--- config.mk ---
export PLATFORM = sky130hd
export DESIGN_NAME = ifu
export DESIGN_NICKNAME = d
export VERILOG_FILES = /design/src/rtl/mips_pkg.sv /design/src/rtl/ifu.sv
export SDC_FILE = /design/constraint.sdc
export NUM_CORES = 1
export LEC_CHECK = 0
export ABC_AREA = 1
export CAP_MARGIN = 10
export CORE_UTILIZATION = 48
export CTS_CLUSTER_DIAMETER = 120
export CTS_CLUSTER_SIZE = 16
export DETAILED_ROUTE_END_ITERATION = 6
export DONT_BUFFER_PORTS = 1
export MAX_ROUTING_LAYER = met4
export SYNTH_ARGS = -nofsm -noshare
export SYNTH_HDL_FRONTEND = slang
export SYNTH_SLANG_ARGS = --single-unit
export TNS_END_PERCENT = 10
--- constraint.sdc ---
create_clock -name clk -period 2.35 [get_ports clk]
set_input_delay 0.47 -clock clk [delete_from_list [all_inputs] [get_ports clk]]
set_output_delay 0.47 -clock clk [all_outputs]
set_load 0.03 [all_outputs]
--- src/rtl/mips_pkg.sv ---
// +--------------------------------------------------------------------------+
// | mips_pkg -- shared constants and types for the MIPS front end            |
// | Rev 1.0                                                                  |
// +--------------------------------------------------------------------------+
`default_nettype none

package mips_pkg;

  localparam logic [31:0] RESET_PC        = 32'h0000_3000;
  localparam logic [31:0] NOP_INSTR       = 32'h0000_0000;
  localparam logic [31:0] ADDR_ALIGN_MASK = 32'hFFFF_FFFC;
  localparam logic [31:0] PC_STEP         = 32'd4;
  localparam logic [31:0] PC8_OFFSET      = 32'd8;

  typedef enum logic [0:0] {
    FETCH = 1'b0,
    HOLD  = 1'b1
  } ifu_state_t;

endpackage

`default_nettype wire

--- src/rtl/ifu.sv ---
// +--------------------------------------------------------------------------+
// | ifu -- instruction fetch unit with a one-entry buffer and delay slot     |
// | Rev 1.0                                                                  |
// +--------------------------------------------------------------------------+
`default_nettype none

module ifu #(
  parameter logic [31:0] RESET_PC = 32'h0000_3000
) (
  input  logic        clk,
  input  logic        reset,
  input  logic        stall,
  input  logic        npc_sel,
  input  logic [31:0] npc_target,
  output logic        imem_req,
  output logic [31:0] imem_addr,
  input  logic        imem_ready,
  input  logic [31:0] imem_rdata,
  output logic [31:0] instr_f,
  output logic [31:0] pc8_f,
  output logic        fetch_valid
);

  import mips_pkg::*;

  ifu_state_t  state;
  ifu_state_t  state_next;
  logic [31:0] pc;
  logic [31:0] pc_next;
  logic [31:0] instr_buf;
  logic [31:0] instr_buf_next;
  logic [31:0] pc8_buf;
  logic [31:0] pc8_buf_next;
  logic [31:0] redir_pc;
  logic [31:0] redir_pc_next;
  logic        redir_pending;
  logic        redir_pending_next;
  logic        redirect_ok;
  logic [31:0] target_aligned;

  assign redirect_ok    = npc_sel && !stall;
  assign target_aligned = npc_target & ADDR_ALIGN_MASK;

  always_comb begin
    state_next         = state;
    pc_next            = pc;
    instr_buf_next     = instr_buf;
    pc8_buf_next       = pc8_buf;
    redir_pc_next      = redir_pc;
    redir_pending_next = redir_pending;

    case (state)
      FETCH: begin
        // A redirect seen while fetching belongs after the in-flight delay slot
        if (redirect_ok) begin
          redir_pc_next      = target_aligned;
          redir_pending_next = 1'b1;
        end
        if (imem_ready) begin
          instr_buf_next = imem_rdata;
          pc8_buf_next   = pc + PC8_OFFSET;
          state_next     = HOLD;
        end
      end
      HOLD: begin
        if (!stall) begin
          state_next         = FETCH;
          redir_pending_next = 1'b0;
          if (npc_sel) begin
            pc_next = target_aligned;
          end else if (redir_pending) begin
            pc_next = redir_pc;
          end else begin
            pc_next = pc + PC_STEP;
          end
        end
      end
      default: begin
        state_next = FETCH;
      end
    endcase
  end

  always_ff @(posedge clk) begin
    if (!reset) begin
      state         <= FETCH;
      pc            <= RESET_PC & ADDR_ALIGN_MASK;
      instr_buf     <= NOP_INSTR;
      pc8_buf       <= RESET_PC + PC8_OFFSET;
      redir_pending <= 1'b0;
      redir_pc      <= 32'h0;
    end else begin
      state         <= state_next;
      pc            <= pc_next;
      instr_buf     <= instr_buf_next;
      pc8_buf       <= pc8_buf_next;
      redir_pending <= redir_pending_next;
      redir_pc      <= redir_pc_next;
    end
  end

  // Outputs depend on registered state only; no memory-to-decode path
  assign imem_req    = (state == FETCH);
  assign imem_addr   = pc & ADDR_ALIGN_MASK;
  assign fetch_valid = (state == HOLD);
  assign instr_f     = fetch_valid ? instr_buf : NOP_INSTR;
  assign pc8_f       = fetch_valid ? pc8_buf : (pc + PC8_OFFSET);

endmodule

`default_nettype wire

# After elaboration in Yosys (flattened, before gate mapping)
# Index checks and enable logic that the tools add are counted.
# totals
register_bits,128
input_bits,69
out_inout_bits,98
word_cells,28
# classes
n_addsub,2
eq_ne,2
n_mux,10
bitwise_logic,2
n_reduce_logical,6
# op_table
operator,n
$mux 32,4
$add 32x3->32 const B,1
$add 32x4->32 const B,1
$reduce_and 2->1,4
$mux 1,4
$pmux 1 s2,2
$ne 2x1->1 const B,1
$ne 2x2->1 const B,1
$not 1->1,2
$logic_and 1x1->1,1
$logic_not 1->1,1

# Logic depth before layout (Yosys ltp)
# logic_depth
depth_word,4
mapped_depth,11
depth_no_buf,11

# Worst setup path after synthesis
# OpenSTA, ideal clock, no wires.
# synth_timing
path_kind,reg2out
from,register pc[4]
to,output port pc8_f[9]
arrival_ns,2.159
t_required_ns,1.880
path_slack_ns,-0.279
path_stages_with_launch,7
path_buffers,0
cell_sequence,dfxtp_1 > ha_1 > inv_1 > nor2_4 > nand2_1 > xor2_1 > o21ai_0
# synth_between
elab_chain_cells,2
# synth_rtl
item,line_no,source
start: declaration,ifu.sv:28,logic [31:0] pc;
start signal: assignment,ifu.sv:87,pc <= RESET_PC & ADDR_ALIGN_MASK;
start signal: assignment,ifu.sv:94,pc <= pc_next;
$add 32x4->32,ifu.sv:107,assign pc8_f = fetch_valid ? pc8_buf : (pc + PC8_OFFSET);
$mux 32,ifu.sv:107,
end: declaration,ifu.sv:20,"output logic [31:0] pc8_f,"
# No other way between the ends.

# Final worst setup path
# layout_timing
from,register pc[9]
to,output port pc8_f[25]
# Same word-level chain as after synthesis.

==> summary.md <==
| Metric | Value |
|---|---|
| Outcome | finished with violations |
| Violated checks | negative setup slack |
| Most area-hungry cell type in the Yosys netlist | dfxtp_1 |
| Vias | about 6.9k |
| CP max FO | 3 |
| Async S/R FF share, synth | 0% |
| Power per Cell Area | between 600 and 700 nW/um^2 |
| Die Footprint | between 10000 and 15000 sq um |
| Initial core utilization | roughly half |
| CP delay by family, top | simple AND/OR/NAND/NOR gates |
| Most frequent cells in the layout | nand2_1 (203), inv_1 (147), o21ai_0 (124), buf_4 (116), nor2_1 (112) |
| Total gr overflow | 0 |
| Clk sink count | approximately 120 |
| CP max-delay cell | dfxtp_2 |
| Hold slack | about 0.18 ns |
| Final worst slack | -0.09157 ns |
| Distinct cells, synth | 32 |
| Initial DRC Count | 460 |
| FMAX | ~410 MHz |
| Routed wire length | 20160 um |
| CTS H-tree depth | 4 |
| Clk slew on worst S/H paths | 0.05 ns |
| DP Worst Slack | about 0.11 ns |
| Register area share after synthesis | between 30% and 40% |
| Vias in the first global route | between 6k and 7k |
| Setup TNS Final | -0.8963 ns |
| Max-cap violation count | 0 |
| Syn Inst Count | around 1.1k |
| Largest cells by area after synthesis | dfxtp_1 (36%), nand2_1 (12%), o21ai_0 (9.5%) |
| Setup violators final | 15 |
| Fin crit share | 103.9% |
| Total Power | slightly below 6000 uW |
| CTS buffer count | 17 |
| Buf+Inv Stages, Crit Path | 2 |
| Hpwl dp | roughly 14000 um |
| # port buffers | 0 |
| Max Slew Vio Count | 0 |
| GRT Util Overall | approximately 29% |
| Worst min path class | input pin to flip-flop |
| Period minus WS final | approximately 2.4 ns |
| DR pass1 iterations | 6 |
| Worst Clk Skew | 0.006848 ns |
| Critical path class | flip-flop to primary output |
| P_leak | between 0.004 and 0.005 uW |
| Nets | around 1.2k |
| Commonest non-fill, non-tap cell in the layout | nand2_1 |
| Flip-flop and latch count after synthesis | about 120 |
| Initial antenna violation count | 0 |
| Layout cell share with drive strength beyond 1 | a little under a quarter |
| Final count of hold timing violations | 0 |
| RSZ-0062 raised after global routing | yes |
| Clock Root Buffer | clkbuf_16 |
| DRC | 0 |
| Post-synth EDFFs | 0 |
| Core area | 13880 sq um |
| Number of synthesis warnings | 0 |
| Worst Setup End Kind | primary output |
| First-pass GRT wire length | 31250 um |
| Routed wire per std cell | roughly 15 um |
| Horiz. Die Dim | 121.3 um |
| Avg Inst Size Synth | around 6.4 sq um |
| Routed vias/inst | 5.097 |
| Largest net degree at the start of global routing | 87 |
| ANT nets after route | 0 |
| Count of standard-cell rows | 43 |
| Slew HR | 65.50% |
| Antenna diodes | 0 |
| Worst-path cell chain | buf_4 > nand2_2 > nor2_4 > nand2_2 > nor2_4 > nand2_1 > xor2_2 > nand2_1 > o21ai_0 > buf_4 |
| Startpoint Class | flip-flop |
| Worst-Margin Slew | approximately 0.52 ns |
| Mapped cell area | approximately 7000 sq um |
| Crit path largest cell delay | roughly 0.35 ns |
| Final core occ | a little over three fifths |
| Clock Latency Late Sink | ~0.42 ns |
| RePlAce Congestion | between 0.9 and 1 |
| Chip height | approximately 120 um |
| CTS tree | yes |
| Crit path required time | approximately 1.9 ns |
| Share of the synthesized area in the top cell type | roughly 36% |
| Most used flip-flop cell after synthesis | dfxtp_1 |
| CTS max path bufs | 2 |
| Crit path arrival time | slightly below 2 ns |
| Area growth from synthesis to layout | 28.63% |
| R2R Setup Slk | just over 0.3 ns |
| I/O Pins | 167 |
| Peak supply drop | between 0.5 and 0.6 mV |
-- cells by family after synthesis --
| group | synth area share, % |
|---|---|
| other | 0.05493 |
| buffers and inverters | 12.21 |
| DFF | 36.36 |
| xor gates and xnor gates | 3.592 |
| and+or+nand+nor | 27.38 |
| adders and majority gates | 0.3665 |
| AOI/OAI and AO/OA | 20.03 |
-- worst paths after layout --
check | start | end | depth (start not counted)
worst max register to register | pc[3] | pc[18] | 11
worst max-delay path | pc[9] | pc8_f[25] | 10
worst min-delay path | imem_rdata[17] | instr_buf[17] | 2
worst min register to register | redir_pc[19] | redir_pc[19] | 2
-- synth_stat cells, types with 2 or more instances --
| library cell | number |
|---|---|
| nand2_1 | 221 |
| inv_1 | 148 |
| nor2_1 | 130 |
| o21ai_0 | 130 |
| dfxtp_1 | 124 |
| a21oi_1 | 106 |
| clkbuf_1 | 46 |
| nand3_1 | 45 |
| xor2_1 | 25 |
| nor2_4 | 11 |
| nor2_2 | 10 |
| o211ai_1 | 9 |
| o21ai_1 | 9 |
| buf_4 | 6 |
| nand2_4 | 6 |
| a31oi_1 | 5 |
| nand2_2 | 5 |
| nand4_1 | 4 |
| buf_2 | 3 |
| o22ai_1 | 3 |
| xnor2_1 | 3 |
| buf_1 | 2 |
| buf_6 | 2 |
| clkinv_1 | 2 |
| ha_1 | 2 |
| inv_2 | 2 |
| nor3_1 | 2 |
-- registers in the layout, summed over array words and instances (netlist names) --
signal         flops
fetch_valid        1
pc8_buf           30
instr_buf         32
redir_pc          30
redir_pending      1
pc                30
-- timing repair --
item | CTS | global route
buffers inserted | 16 | 12
setup endpoints to repair | 24 | 25
pin swaps | 23 | 24
hold buffers | 0 | 0
resized for setup | 86 | 35
-- metal layers --
layer  share of wire, %  GRT usage [%]
met1                 46          36.91
met2                 47          44.46
met3                5.9          6.861
met4                1.5          8.565
met5                  0              -
-- stage by stage --
step	cell area [sq um]	instances
6_report	8781	1344
5_1_grt	8781	1344
4_1_cts	8542	1332
2_1_floorplan	6838	1069
3_3_place_gp	7565	1285
3_5_place_dp	7565	1285
-- report_power, final --
part / total (uW) / internal, uW / switching (uW)
Combinational: 981 / 330 / 651
Sequential: 2340 / 2250 / 87.9
Clock: 2490 / 1570 / 917
Total: 5810 / 4150 / 1660
-- cell type report --
| type | instances | area, sq um |
|---|---|---|
| clock buffer | 23 | 457.9 |
| clock inverter | 8 | 93.84 |
| inverter | 152 | 573.1 |
| tap | 180 | 225.2 |
| fill | 1368 | 5100 |
| multi-input combinational | 734 | 3901 |
| sequential | 124 | 2545 |
| timing repair buffer | 123 | 984.7 |
No activity file was read; power rests on OpenSTA's default activity.
